<file path="config.mk">
export PLATFORM = sky130hd
export DESIGN_NAME = cross_product_arbiter
export DESIGN_NICKNAME = d
export VERILOG_FILES = /design/src/rtl/cross_product_arbiter.sv
export SDC_FILE = /design/constraint.sdc
export NUM_CORES = 1
export LEC_CHECK = 0
export BUFFER_PORTS_ARGS = -buffer_cell sky130_fd_sc_hd__clkbuf_2
export CORE_ASPECT_RATIO = 1.1
export CORE_UTILIZATION = 55
export CTS_CLUSTER_SIZE = 16
export DETAILED_ROUTE_END_ITERATION = 16
export PLACE_DENSITY = 0.77
export SKIP_LAST_GASP = 1
export SLEW_MARGIN = 20
export SYNTH_ARGS = -nofsm -noshare
export SYNTH_HDL_FRONTEND = slang
export SYNTH_SLANG_ARGS = --single-unit
</file>
<file path="constraint.sdc">
create_clock -name clk -period 5.3 [get_ports clk]
set_input_delay 1.06 -clock clk [delete_from_list [all_inputs] [get_ports clk]]
set_output_delay 1.06 -clock clk [all_outputs]
set_load 0.01 [all_outputs]
</file>
<file path="src/rtl/cross_product_arbiter.sv">
// cross_product_arbiter
//   Round-robin arbiter (with bounded lock) in front of a 3-stage pipeline that
//   computes the sign of the 2-D cross product Ax*By - Bx*Ay for the granted
//   requester.
//
// Ports
//   clk        in   clock, all state on rising edge
//   reset      in   synchronous, active-low reset
//   req        in   per-requester request
//   lock       in   per-requester request to keep priority next cycle
//   op_bus     in   packed operands, requester i at [44i+43:44i] = {Ax,Ay,Bx,By}
//   gnt        out  one-hot grant (combinational)
//   rsp_valid  out  one-cycle result strobe, 3 edges after the grant edge
//   rsp_id     out  requester owning the current result
//   rsp_pos    out  Ax*By > Bx*Ay
//   rsp_zero   out  Ax*By == Bx*Ay (only with CROSS_PRODUCT_ZERO_FLAG_EN)
//   busy       out  any pipeline stage holds a valid operation
//
// Configuration
//   CROSS_PRODUCT_ZERO_FLAG_EN  adds the rsp_zero port and its equality compare.

module cross_product_arbiter #(
    parameter int unsigned NREQ     = 4,
    parameter int unsigned LOCK_MAX = 8
) (
    input  logic                   clk,
    input  logic                   reset,
    input  logic [NREQ-1:0]        req,
    input  logic [NREQ-1:0]        lock,
    input  logic [44*NREQ-1:0]     op_bus,
    output logic [NREQ-1:0]        gnt,
    output logic                   rsp_valid,
    output logic [1:0]             rsp_id,
    output logic                   rsp_pos,
`ifdef CROSS_PRODUCT_ZERO_FLAG_EN
    output logic                   rsp_zero,
`endif
    output logic                   busy
);

    localparam int unsigned IdW  = 2;
    localparam int unsigned OpW  = 44;
    localparam int unsigned EW   = 11;
    localparam int unsigned PW   = 2 * EW;
    localparam int unsigned CntW = $clog2(LOCK_MAX + 1);

    // Arbitration state
    logic [IdW-1:0]  ptr_q, ptr_d;
    logic [CntW-1:0] cnt_q, cnt_d;
    logic [CntW-1:0] run;
    logic [IdW-1:0]  cand;
    logic [IdW-1:0]  gnt_idx;
    logic            gnt_any;
    logic [OpW-1:0]  op_sel;

    // Pipeline state
    logic                  s1_v, s2_v;
    logic [IdW-1:0]        s1_id, s2_id;
    logic signed [EW-1:0]  s1_ax, s1_ay, s1_bx, s1_by;
    logic signed [PW-1:0]  s2_ab, s2_ba;

    // Search upward from ptr, wrapping naturally in the 2-bit index.
    always_comb begin
        gnt_any = 1'b0;
        gnt_idx = ptr_q;
        cand    = ptr_q;
        for (int unsigned k = 0; k < NREQ; k++) begin
            cand = ptr_q + IdW'(k);
            if (!gnt_any && req[cand]) begin
                gnt_any = 1'b1;
                gnt_idx = cand;
            end
        end
        if (!reset) begin
            gnt_any = 1'b0;
        end
    end

    assign gnt    = gnt_any ? (NREQ'(1) << gnt_idx) : '0;
    assign op_sel = op_bus[int'(gnt_idx) * OpW +: OpW];

    // A nonzero count always belongs to the requester parked at ptr, so a grant
    // to ptr_q with cnt_q != 0 continues the same locked run.
    always_comb begin
        ptr_d = ptr_q;
        cnt_d = '0;
        run   = '0;
        if (gnt_any) begin
            if (lock[gnt_idx]) begin
                run = (gnt_idx == ptr_q && cnt_q != '0) ? cnt_q + CntW'(1) : CntW'(1);
                if (run == CntW'(LOCK_MAX)) begin
                    ptr_d = gnt_idx + IdW'(1);
                    cnt_d = '0;
                end else begin
                    ptr_d = gnt_idx;
                    cnt_d = run;
                end
            end else begin
                ptr_d = gnt_idx + IdW'(1);
            end
        end
    end

    always_ff @(posedge clk) begin
        if (!reset) begin
            ptr_q <= '0;
            cnt_q <= '0;
        end else begin
            ptr_q <= ptr_d;
            cnt_q <= cnt_d;
        end
    end

    // Stage 1: capture the granted requester's operands.
    always_ff @(posedge clk) begin
        if (!reset) begin
            s1_v  <= 1'b0;
            s1_id <= '0;
        end else begin
            s1_v <= gnt_any;
            if (gnt_any) begin
                s1_id <= gnt_idx;
            end
        end
    end

    always_ff @(posedge clk) begin
        if (gnt_any) begin
            s1_ax <= op_sel[43:33];
            s1_ay <= op_sel[32:22];
            s1_bx <= op_sel[21:11];
            s1_by <= op_sel[10:0];
        end
    end

    // Stage 2: the two products; 22 bits hold any 11x11 signed product exactly.
    always_ff @(posedge clk) begin
        if (!reset) begin
            s2_v  <= 1'b0;
            s2_id <= '0;
        end else begin
            s2_v <= s1_v;
            if (s1_v) begin
                s2_id <= s1_id;
            end
        end
    end

    always_ff @(posedge clk) begin
        if (s1_v) begin
            s2_ab <= PW'(s1_ax) * PW'(s1_by);
            s2_ba <= PW'(s1_bx) * PW'(s1_ay);
        end
    end

    // Stage 3: signed compare; result fields hold between strobes.
    always_ff @(posedge clk) begin
        if (!reset) begin
            rsp_valid <= 1'b0;
            rsp_id    <= '0;
            rsp_pos   <= 1'b0;
`ifdef CROSS_PRODUCT_ZERO_FLAG_EN
            rsp_zero  <= 1'b0;
`endif
        end else begin
            rsp_valid <= s2_v;
            if (s2_v) begin
                rsp_id   <= s2_id;
                rsp_pos  <= s2_ab > s2_ba;
`ifdef CROSS_PRODUCT_ZERO_FLAG_EN
                rsp_zero <= s2_ab == s2_ba;
`endif
            end
        end
    end

    assign busy = s1_v | s2_v | rsp_valid;

endmodule

</file>
### Yosys cells after proc, flatten, opt, wreduce, memory -nomap -nowiden

Index checks and enable logic that the tools add are counted.

| storage, ports and cells | value |
|---|---|
| bits in registers | 104 |
| output and inout port bits | 9 |

| operators by class | value |
|---|---|
| $lt $le $gt $ge | 6 |
| mux-type cells | 22 |
| multiply operators | 3 |
| add/subtract/negate cells | 5 |
| shift-type cells | 2 |
| bitwise logic cells | 5 |
| reductions and logical operators | 9 |
| eq/ne operators | 2 |

Operators by type and width:

| kind | number |
|---|---|
| indexed part select 176 x 9 -> 44 bit | 1 |
| multiplier 11 x 11 -> 22 bit | 2 |
| > comparator 22 bit | 1 |
| < comparator 2 x 3 -> 1 bit (second input constant) | 5 |
| binary-select mux 1 bit (select 2 bit) | 5 |
| two-way mux 1 bit | 10 |
| two-way mux 2 bit | 5 |
| two-way mux 4 bit | 2 |
| multiplier 2 x 4 -> 6 bit (second input constant) | 1 |
| adder 2 x 1 -> 2 bit (second input constant) | 2 |
| adder 2 bit (second input constant) | 2 |
| adder 4 x 1 -> 4 bit (second input constant) | 1 |
| == test 4 bit (second input constant) | 1 |
| logical AND 1 bit | 4 |
| nonzero test 4 bit | 1 |
| OR reduction 4 bit | 1 |
| left shift 1 x 2 -> 4 bit (first input constant) | 1 |
| logical NOT 1 bit | 3 |
| NOT 1 bit | 3 |
| == test 2 bit | 1 |
| OR 1 bit | 2 |

### Longest topological paths before layout

Gate-level depths: netlist of run 1.

| depth | value |
|---|---|
| depth in word-level cells | 18 |
| gate-level depth with buffers | 20 |

### Least setup slack after synthesis of run 1

No wires, ideal clock.

| timing | value |
|---|---|
| path kind | register -> register |
| from | register s1_by[2] |
| to | register s2_ab[21], data pin |
| slack | 72 ps |
| data required time | 5038 ps |
| stages on the path, launching flop included | 19 |
| period minus slack after synthesis | 5228 ps |
| path buffers | 1 |
| data arrival time | 4966 ps |
| cell sequence | edfxtp_1 > clkbuf_1 > nand2_1 > fa_1 > inv_1 > fa_1 > fa_1 > fa_1 > inv_1 > fa_1 > inv_1 > ha_1 > a21o_1 > a21oi_1 > nor3b_2 > and2b_1 > a211oi_1 > a221oi_2 > xnor2_1 |

| between the ends | value |
|---|---|
| word-level cells in the longest chain between the ends | 1 |

RTL lines:

| item | RTL line | source |
|---|---|---|
| start: declaration | 59 | `logic signed [EW-1:0] s1_ax, s1_ay, s1_bx, s1_by;` |
| start signal: assignment | 132 | `s1_by <= op_sel[10:0];` |
| multiplier 11 x 11 -> 22 bit | 151 | `s2_ab <= PW'(s1_ax) * PW'(s1_by);` |
| end signal: assignment | 151 |  |
| end: declaration | 60 | `logic signed [PW-1:0] s2_ab, s2_ba;` |

Every way passes these cells.
A chain may end at the register's enable or synchronous reset.

### Worst setup path after layout of run 1

| timing | value |
|---|---|
| from | register s1_ay[2] |
| to | register s2_ba[20], data pin |

| between the ends | value |
|---|---|
| word-level cells in the longest chain between the ends | 1 |

RTL lines:

| item | RTL line | source |
|---|---|---|
| start: declaration | 59 |  |
| start signal: assignment | 130 | `s1_ay <= op_sel[32:22];` |
| multiplier 11 x 11 -> 22 bit | 152 | `s2_ba <= PW'(s1_bx) * PW'(s1_ay);` |
| end signal: assignment | 152 |  |
| end: declaration | 60 |  |

Every way passes these cells.

==> results.ini, run 1 <==
[status]
outcome = finished, final reports clean

[floorplanning]
dieArea_mm2 = 0.0274
num_rows = 62
die-width_um = 158
ios = 195
dieHeight_um = 174
core_mm2 = 0.0262
start_util_pct = 56.1

[sta]
fin_crit_sh_pct = 97.7
hold_slack_ns = 0.512
hold_viol = 0
fmax_ghz = 0.193
clock_skew_ns = 0.0176
setup_viol = 0
max-slew-margin-rel_pct = 40.1
slew_viol_final = 0
rsz0062_at_grt = true
worst_pin_slew_ns = 0.894
min_period_ns = 5.18

[finish]
syn_to_final_growth_pct = 15.1
final_cell_area_mm2 = 0.0169
drive_above_1_share_pct = 22.3
fin_cells = 2011
nets = 2195

[placement]
portBuffers = 194
postPlaceCellArea_mm2 = 0.0162
dpl.hpwl_um = 27500
place_inst = 1948
gp_congestion = 0.886

[logic_synthesis]
synth_ff_type = edfxtp_1
synth-xor-area-share_pct = 2.74
synth_simple_gate_area_share_pct = 11.9
yosysWarnings = 0
synthCells = 1420
muxShareOfSynthArea_pct = 7.37
synth-seq-cells = 104
synth_top_family_by_area = adder cells
yosys.area.top_type = fa_1
synth-compound-area-share_pct = 5.35
synth_nets = 1962
ys_seq_area_share_pct = 20.1
syn_area_per_cell_um2 = 10.4
synthTopCellsByCount = inv_1 (332), fa_1 (234), nand2_1 (135)
syn_area_mm2 = 0.0147
yosysMostFrequentCell = inv_1
synthTopCellsByArea = fa_1 (32%), edfxtp_1 (18%), ha_1 (10%), inv_1 (8.5%), mux4_2 (6.9%)
synthAdderAreaFrac_pct = 42.2
synth_top_area_share_pct = 31.8
synth_edf_count = 88
ys_async_sr_fraction_pct = 0
yosysUniqueCellTypes = 60

[route]
vias = 10693
wl_per_cell_um = 16.3
drt_wl_total_um = 32700
vias_per_cell = 5.32
firstDrtPassIters = 5
postRouteAntennaNets = 0
drt-initial-drc-count = 601
drc = 0

[grt]
use_met3_pct = 3.43
antenna_found_initial = 2
overflow = 0
grt_util_met1_pct = 32.2
grt-busiest-layer = met2
grt_pass1_wl_um = 53600
grt_pass1_vias = 11326
grt_max_degree = 49
grt.met2_usage_pct = 45.0
grt_use_total_pct = 25.4

[setup_path]
end_kind = flop
cp.required_ns = 5.40
worstPathCellList = buf_4 > buf_4 > nand2_1 > fa_1 > fa_1 > fa_1 > fa_1 > fa_1 > inv_1 > ha_1 > o21ai_0 > nand2b_1 > a21oi_1 > a211o_1 > a31oi_1 > mux2i_1 > o2111ai_1
crit_fanout = 8
cp-start-kind = flop
setup.worst_path.class = reg2reg
cpPeakStageDelay_ns = 0.58
r2r_setup_slack_ns = 0.12
cpLargestDelayFamily = adder cells
crit_top_cell = fa_1
crit_arrival_ns = 5.27
slowest_stage = fa_1
critPathBufInv = 3

[clocking]
cts.clk_slew.worst_paths_ns = 0.08
clock_path_buffers = 2
clk_root_buffer_cell = clkbuf_16
worst_skew_pair.late_latency_ns = 0.37
cts_max_level = 3
numCtsBuffers = 9
clock_sinks = 104
cts_tree = yes
cts_hold_buf = 0

[worst_hold_path]
hp-class = reg2reg

[job]
drv_cap = 0

-- worst reg2reg max path, cell delays in order (launching register included) --
cell	delay [ns]
edfxtp_1	0.43
buf_4	0.16
buf_4	0.15
nand2_1	0.08
fa_1	0.57
fa_1	0.45
fa_1	0.58
fa_1	0.45
fa_1	0.50
inv_1	0.05
ha_1	0.33
o21ai_0	0.09
nand2b_1	0.08
a21oi_1	0.07
a211o_1	0.27
a31oi_1	0.28
mux2i_1	0.22
o2111ai_1	0.14
-- area by class of cell --
cell class              instances  area (um^2)
diodes                          1         2.50
clock inverters                 7         95.1
repair buffers                280         1630
well taps                     352          440
flip-flops and latches        104         2970
fillers                      2093         9300
multi-input cells             923        10300
clock buffers                   9          225
inverters                     335         1260
-- layout by cell type (no fill, tap or decap), types with 3 or more instances in the layout --
cell type | Yosys | routed
xor2_1 | 11 | 11
a31oi_1 | 7 | 7
mux2i_1 | 6 | 6
ha_1 | 122 | 122
and2_1 | 105 | 104
buf_4 | 3 | 85
a21oi_2 | 0 | 4
o21ai_0 | 20 | 19
o31ai_1 | 3 | 3
fa_1 | 234 | 233
inv_2 | 1 | 4
a21oi_1 | 27 | 23
nor2b_1 | 10 | 10
nand3_1 | 9 | 9
nor3b_1 | 4 | 4
a21o_1 | 19 | 19
clkbuf_16 | 0 | 9
inv_1 | 332 | 329
mux4_2 | 45 | 45
a211oi_1 | 7 | 7
nor2_1 | 50 | 49
and3_1 | 4 | 4
nand4_1 | 8 | 8
nand2_1 | 135 | 130
nand2_2 | 0 | 5
edfxtp_1 | 88 | 88
nor3_1 | 7 | 7
o21a_1 | 8 | 8
o21ai_1 | 4 | 4
nand2b_1 | 10 | 10
clkbuf_2 | 0 | 194
o211ai_1 | 3 | 3
dfxtp_1 | 16 | 15
xnor2_1 | 35 | 35
-- per-layer routing --
layer / part of all wire [%] / vias up
met1: 38 / 5277
met5: 0 / -
met2: 52 / 441
li1: - / 4931
met3: 6.9 / 44
met4: 2.3 / 0
-- per-stage QoR --
stage	util (%)	setup slack, ns	setup TNS, ns
after global routing	64.5	-0.120	-0.243
after detailed placement	61.7	0.0354	0
after floorplan	-	0.0717	0
after global placement	61.7	0.195	0
final	64.5	0.123	0
after CTS	63.0	0.0212	0
-- cell families after synthesis --
| kind of cell | after synthesis |
|---|---|
| buffers and inverters | 393 |
| AO/OA/AOI/OAI | 116 |
| XOR/XNOR | 46 |
| flip-flops | 104 |
| multiplexers | 52 |
| adder cells (fa/ha/maj) | 356 |
| AND/OR/NAND/NOR | 353 |
-- path summary, 6_finish.rpt --
path / from / to / cells past startpoint
max: s1_ay[2] / s2_ba[20] / 17
min: s2_id[0] / s2_id[0] / 2
max reg2reg: s1_ay[2] / s2_ba[20] / 17
min reg2reg: s2_id[0] / s2_id[0] / 2
-- flip-flops by register name, summed over array words and instances (netlist names), 2 cells and up --
register and flops:
s1_id 2, s1_ax 11, s1_bx 11, s2_ba 22, ptr_q 2, s2_id 2, cnt_q 4, s2_ab 22
s1_ay 11, rsp_id 2, s1_by 11
-- timing repair --
item	in CTS	in global routing
buffers inserted	0	46
hold endpoints to repair	0	0
endpoints found under the setup margin	0	10
gates resized for setup	0	20
Power of run 1 is left out: the tool's default activity adds up to more than one toggle a clock period on the data nets, which glitch-free logic cannot reach.
==> run 2, diff against run 1 <==
--- a/config.mk
+++ b/config.mk
@@ -10,7 +10,7 @@
 export CORE_UTILIZATION = 55
 export CTS_CLUSTER_SIZE = 16
 export DETAILED_ROUTE_END_ITERATION = 16
-export PLACE_DENSITY = 0.77
+export PLACE_DENSITY = 0.8
 export SKIP_LAST_GASP = 1
 export SLEW_MARGIN = 20
 export SYNTH_ARGS = -nofsm -noshare
==> run 2 against run 1 <==
First-iteration DRC count grew 4.8%. Critical path depth grew 2. Routed wire length grew 0.32%. Setup slack lost 0.0074 ns. Critical path type unchanged.
==> results.ini, run 2 (synthesized netlist as in run 1, its figures left out) <==
[finish]
multiInputGateArea_mm2 = 0.0103  ; about the same
antenna_cells = 0  ; -1
fillers = 2036  ; -2.7%
drive_above_1_share_pct = 21.3  ; -1.0 points
syn_to_final_growth_pct = 14.3
final_common_cell = inv_1
most-common-layout-cells = inv_1 (331), fa_1 (232), clkbuf_2 (195)
nets = 2180  ; -0.68%
largest_registers = s2_ab (22), s2_ba (22)
register_area_mm2 = 0.00297  ; unchanged

[grt]
grt_pass1_wl_um = 54000  ; +0.63%
grt_use_total_pct = 25.4  ; about the same
grt.met2_usage_pct = 44.9  ; -0.055 points
antenna_found_initial = 0  ; -2
grt_pass1_vias = 11592  ; +2.3%
grt_util_met1_pct = 31.7  ; -0.43 points
overflow = 0  ; unchanged
grt-busiest-layer = met2
use_met3_pct = 3.52  ; +0.10 points
grt_max_degree = 49  ; unchanged

[clocking]
worst_skew_pair.late_latency_ns = 0.37  ; about the same
clk_root_buffer_cell = clkbuf_16
cts.clk_slew.worst_paths_ns = 0.09  ; about the same
cts_tree = yes
clock_path_buffers = 2  ; unchanged
cts_max_level = 3  ; unchanged
numCtsBuffers = 9  ; unchanged
clock_sinks = 104  ; unchanged

[sta]
max-slew-margin-rel_pct = 53.2  ; +13 points
min_period_ns = 5.18  ; +0.00741 ns
slew_viol_final = 0  ; unchanged
setup_viol = 0  ; unchanged
fin_crit_sh_pct = 97.8  ; +0.14 points
hold_viol = 0  ; unchanged
clock_skew_ns = 0.0114  ; -0.00615 ns
hold_slack_ns = 0.514  ; +0.00289 ns
fmax_ghz = 0.193  ; -0.14%
worst_pin_slew_ns = 0.698  ; -0.196 ns

[route]
vias = 10666  ; -0.25%
firstDrtPassIters = 5  ; unchanged
drt-initial-drc-count = 630  ; +4.8%
drc = 0  ; unchanged
wl_per_cell_um = 16.4  ; +1.1%
postRouteAntennaNets = 0  ; unchanged
drt_wl_total_um = 32800  ; +0.32%
vias_per_cell = 5.35  ; +0.55%

[placement]
gp_congestion = 0.928  ; +4.8%
dpl.hpwl_um = 26900  ; -2.2%
portBuffers = 194  ; unchanged

[floorplanning]
core_mm2 = 0.0262  ; unchanged
start_util_pct = 56.1  ; unchanged
dieArea_mm2 = 0.0274  ; unchanged
die-width_um = 158  ; unchanged
ios = 195  ; unchanged
dieHeight_um = 174  ; unchanged
num_rows = 62  ; unchanged

[setup_path]
cp-start-kind = flop
setup.worst_path.class = reg2reg
end_kind = flop
crit_arrival_ns = 5.28  ; about the same
cp.required_ns = 5.40  ; about the same
crit_fanout = 8  ; unchanged

[status]
outcome = finished, final reports clean

[worst_hold_path]
hp-class = reg2reg

[job]
drv_cap = 0  ; unchanged

## run 2: what timing repair did
action | 4_1_cts | 5_1_grt
hold buffers | 0 | 0
endpoints found under the setup margin | 0 | 10
resized for setup | 0 | 16
buffers inserted | 0 | 30
## run 2: worst max-delay path: stages, from the launching register on
cell and delay [ns]:
edfxtp_1 0.53, buf_4 0.22, and2_1 0.17, fa_1 0.56
inv_1 0.08, fa_1 0.52, inv_1 0.05, fa_1 0.45
fa_1 0.49, inv_1 0.05, fa_1 0.48, inv_1 0.05
ha_1 0.30, o21a_1 0.11, nor2_1 0.14, nor2b_1 0.10
o21ai_2 0.17, nor3_1 0.07, a211oi_1 0.22, o311ai_0 0.16
## run 2: stage by stage
| step | utilization [%] | cells | instance area, um^2 | setup TNS (ns) | setup WS [ns] |
|---|---|---|---|---|---|
| final | 64.1 | 1995 | 16800 | 0 | 0.116 |
| after global routing | 64.1 | 1995 | 16800 | -0.266 | -0.104 |
| after CTS | 62.9 | 1964 | 16500 | 0 | 0.0520 |
| after detailed placement | 61.7 | 1948 | 16200 | 0 | 0.0837 |
| after global placement | 61.7 | 1948 | 16200 | 0 | 0.124 |
| after floorplan | - | 1420 | 14700 | 0 | 0.0717 |
## run 2: final timing paths
path	start	to	slack (ns)	depth (start not counted)
worst max-delay path	s1_by[8]	s2_ab[20]	0.12	19
worst min-delay path	s2_id[1]	rsp_id[1]	0.51	2
worst max register to register	s1_by[8]	s2_ab[20]	0.12	19
worst min register to register	s2_id[1]	rsp_id[1]	0.51	2
## run 2: final cells by class
cell class,count,share of cell area (%)
Clock buffer,9,1.34
Tap cell,352,2.62
Sequential cell,104,17.7
Timing Repair Buffer,265,9.10
Clock inverter,7,0.543
Multi-Input combinational cell,923,61.3
Inverter,335,7.48
## run 2: metal layers
| layer | part of all wire [%] | vias up |
|---|---|---|
| met5 | 0 | - |
| met4 | 3.4 | 0 |
| met3 | 6.4 | 87 |
| met2 | 52 | 450 |
| met1 | 38 | 5234 |
| li1 | - | 4895 |
Power of run 2 is left out for the same reason.
==> run 3, diff against run 2 <==
--- a/config.mk
+++ b/config.mk
@@ -7,10 +7,11 @@
 export LEC_CHECK = 0
 export BUFFER_PORTS_ARGS = -buffer_cell sky130_fd_sc_hd__clkbuf_2
 export CORE_ASPECT_RATIO = 1.1
-export CORE_UTILIZATION = 55
+export CORE_UTILIZATION = 60
 export CTS_CLUSTER_SIZE = 16
 export DETAILED_ROUTE_END_ITERATION = 16
-export PLACE_DENSITY = 0.8
+export PLACE_DENSITY = 0.83
+export RECOVER_POWER = 50
 export SKIP_LAST_GASP = 1
 export SLEW_MARGIN = 20
 export SYNTH_ARGS = -nofsm -noshare
==> constraint.sdc (replaced) <==
create_clock -name clk -period 6.02 [get_ports clk]
set_input_delay 1.204 -clock clk [delete_from_list [all_inputs] [get_ports clk]]
set_output_delay 1.204 -clock clk [all_outputs]
set_load 0.01 [all_outputs]
==> run 3 against run 2 <==
The flow now finishes with violations (capacitance limit, slew limit). Setup slack better by 0.26 ns. Cell count decreased by 5.6%. Design area fell by 3.7%. Clock skew fell by 0.00086 ns. Sequential share of layout area up 0.65 points. Die area fell by 8.2%. Global-route usage up 2.8 points. Critical path type unchanged.
==> results.ini, run 3 (synthesized netlist as in run 1, its figures left out) <==
[status]
outcome = finished with violations
failed_checks = capacitance limit, slew limit

[sta]
fin_crit_sh_pct = 93.7  ; -4.1 points
slew_viol_final = 96  ; +96
worst_pin_slew_ns = 2.54  ; +1.84 ns
rsz0062_at_grt = false
clock_skew_ns = 0.0105  ; -0.000864 ns
fin_setup_tns_ns = 0  ; unchanged
hold_viol = 0  ; unchanged
hold_slack_ns = 0.510  ; -0.00493 ns
max-slew-margin-rel_pct = -69.1  ; -120 points
fmax_ghz = 0.177  ; -8.1%
min_period_ns = 5.64  ; +0.456 ns
setup_viol = 0  ; unchanged

[setup_path]
cp-start-kind = flop
r2r_setup_slack_ns = 0.38  ; +0.26 ns
setup.worst_path.class = reg2reg
crit_arrival_ns = 5.75  ; +0.47 ns
crit_fanout = 11  ; +3
end_kind = flop
cp.required_ns = 6.13  ; +0.73 ns

[clocking]
cts_hold_buf = 0  ; unchanged
clock_sinks = 104  ; unchanged
cts_setup_buffers = 0  ; unchanged
clock_path_buffers = 2  ; unchanged
cts_tree = yes
cts.clk_slew.worst_paths_ns = 0.08  ; about the same
clk_root_buffer_cell = clkbuf_16
numCtsBuffers = 9  ; unchanged
worst_skew_pair.late_latency_ns = 0.37  ; about the same
cts_max_level = 3  ; unchanged
postCtsResizedCells = 0  ; unchanged

[floorplanning]
dieHeight_um = 166  ; -4.2%
num_rows = 59  ; -4.8%
core_mm2 = 0.0238  ; -9.1%
start_util_pct = 61.7  ; +5.6 points
dieArea_mm2 = 0.0251  ; -8.2%
die-width_um = 151  ; -4.2%
ios = 195  ; unchanged

[worst_hold_path]
hp-class = reg2reg

[placement]
dpl.hpwl_um = 27100  ; +0.84%
portBuffers = 194  ; unchanged
gp_congestion = 0.894  ; -3.6%

[route]
drt_wl_total_um = 32300  ; -1.7%
drt-initial-drc-count = 659  ; +4.6%
firstDrtPassIters = 5  ; unchanged
drc = 0  ; unchanged
vias_per_cell = 5.57  ; +4.1%
wl_per_cell_um = 17.1  ; +4.1%
postRouteAntennaNets = 0  ; unchanged
vias = 10490  ; -1.7%

[finish]
antenna_cells = 0  ; unchanged
final_common_cell = inv_1
syn_to_final_growth_pct = 10.0
largest_registers = s2_ab (22), s2_ba (22)
nets = 2116  ; -2.9%
most-common-layout-cells = inv_1 (332), fa_1 (234), clkbuf_2 (188)
drive_above_1_share_pct = 16.8  ; -4.5 points

[grt]
grt_pass1_wl_um = 54600  ; +1.3%
overflow = 0  ; unchanged
grt_pass1_vias = 11605  ; +0.11%
grt_use_total_pct = 28.2  ; +2.8 points
antenna_found_initial = 0  ; unchanged
grt_max_degree = 49  ; unchanged

[job]
drv_cap = 2  ; +2

[run 3: final timing paths]
kind	from	endpoint	cells past startpoint
worst max-delay path	s1_by[2]	s2_ab[21]	17
worst min-delay path	s1_id[0]	s1_id[0]	2
worst max register to register	s1_by[2]	s2_ab[21]	17
worst min register to register	s1_id[0]	s1_id[0]	2
[run 3: final cells by class]
cell class / count / area, um^2
Fill cell: 1759 / 7660
Inverter: 335 / 1260
Clock inverter: 5 / 51.3
Clock buffer: 11 / 275
Tap cell: 305 / 382
Sequential cell: 104 / 2960
Multi-Input combinational cell: 923 / 10200
Timing Repair Buffer: 201 / 1010
[run 3: routing by layer]
metal | global-route usage [%] | wire, um
met4 | 9.61 | 1050
met2 | 50.3 | 17100
met1 | 34.3 | 12100
met3 | 4.37 | 1960
met5 | 0 | 0
[run 3: critical path: stages, from the launching register on]
cell and delay [ns]:
edfxtp_1 0.60, nand2_1 0.21, fa_1 0.63, inv_1 0.13, fa_1 0.48, fa_1 0.50
fa_1 0.50, inv_1 0.05, fa_1 0.47, inv_1 0.04, ha_1 0.32, a21o_1 0.19
a21oi_1 0.21, nor3b_2 0.32, and2b_1 0.24, o211ai_1 0.12, a221oi_2 0.27, xnor2_1 0.11
[run 3: stage by stage]
step	worst slack (ns)	instances	area, um^2	utilization (%)
after floorplan	0.792	1420	14700	-
after global placement	0.588	1868	15900	66.6
after detailed placement	0.443	1868	15900	66.6
after CTS	0.423	1884	16200	68.0
after global routing	0.0743	1884	16200	67.9
final	0.380	1884	16200	67.9
Power of run 3 is left out for the same reason.
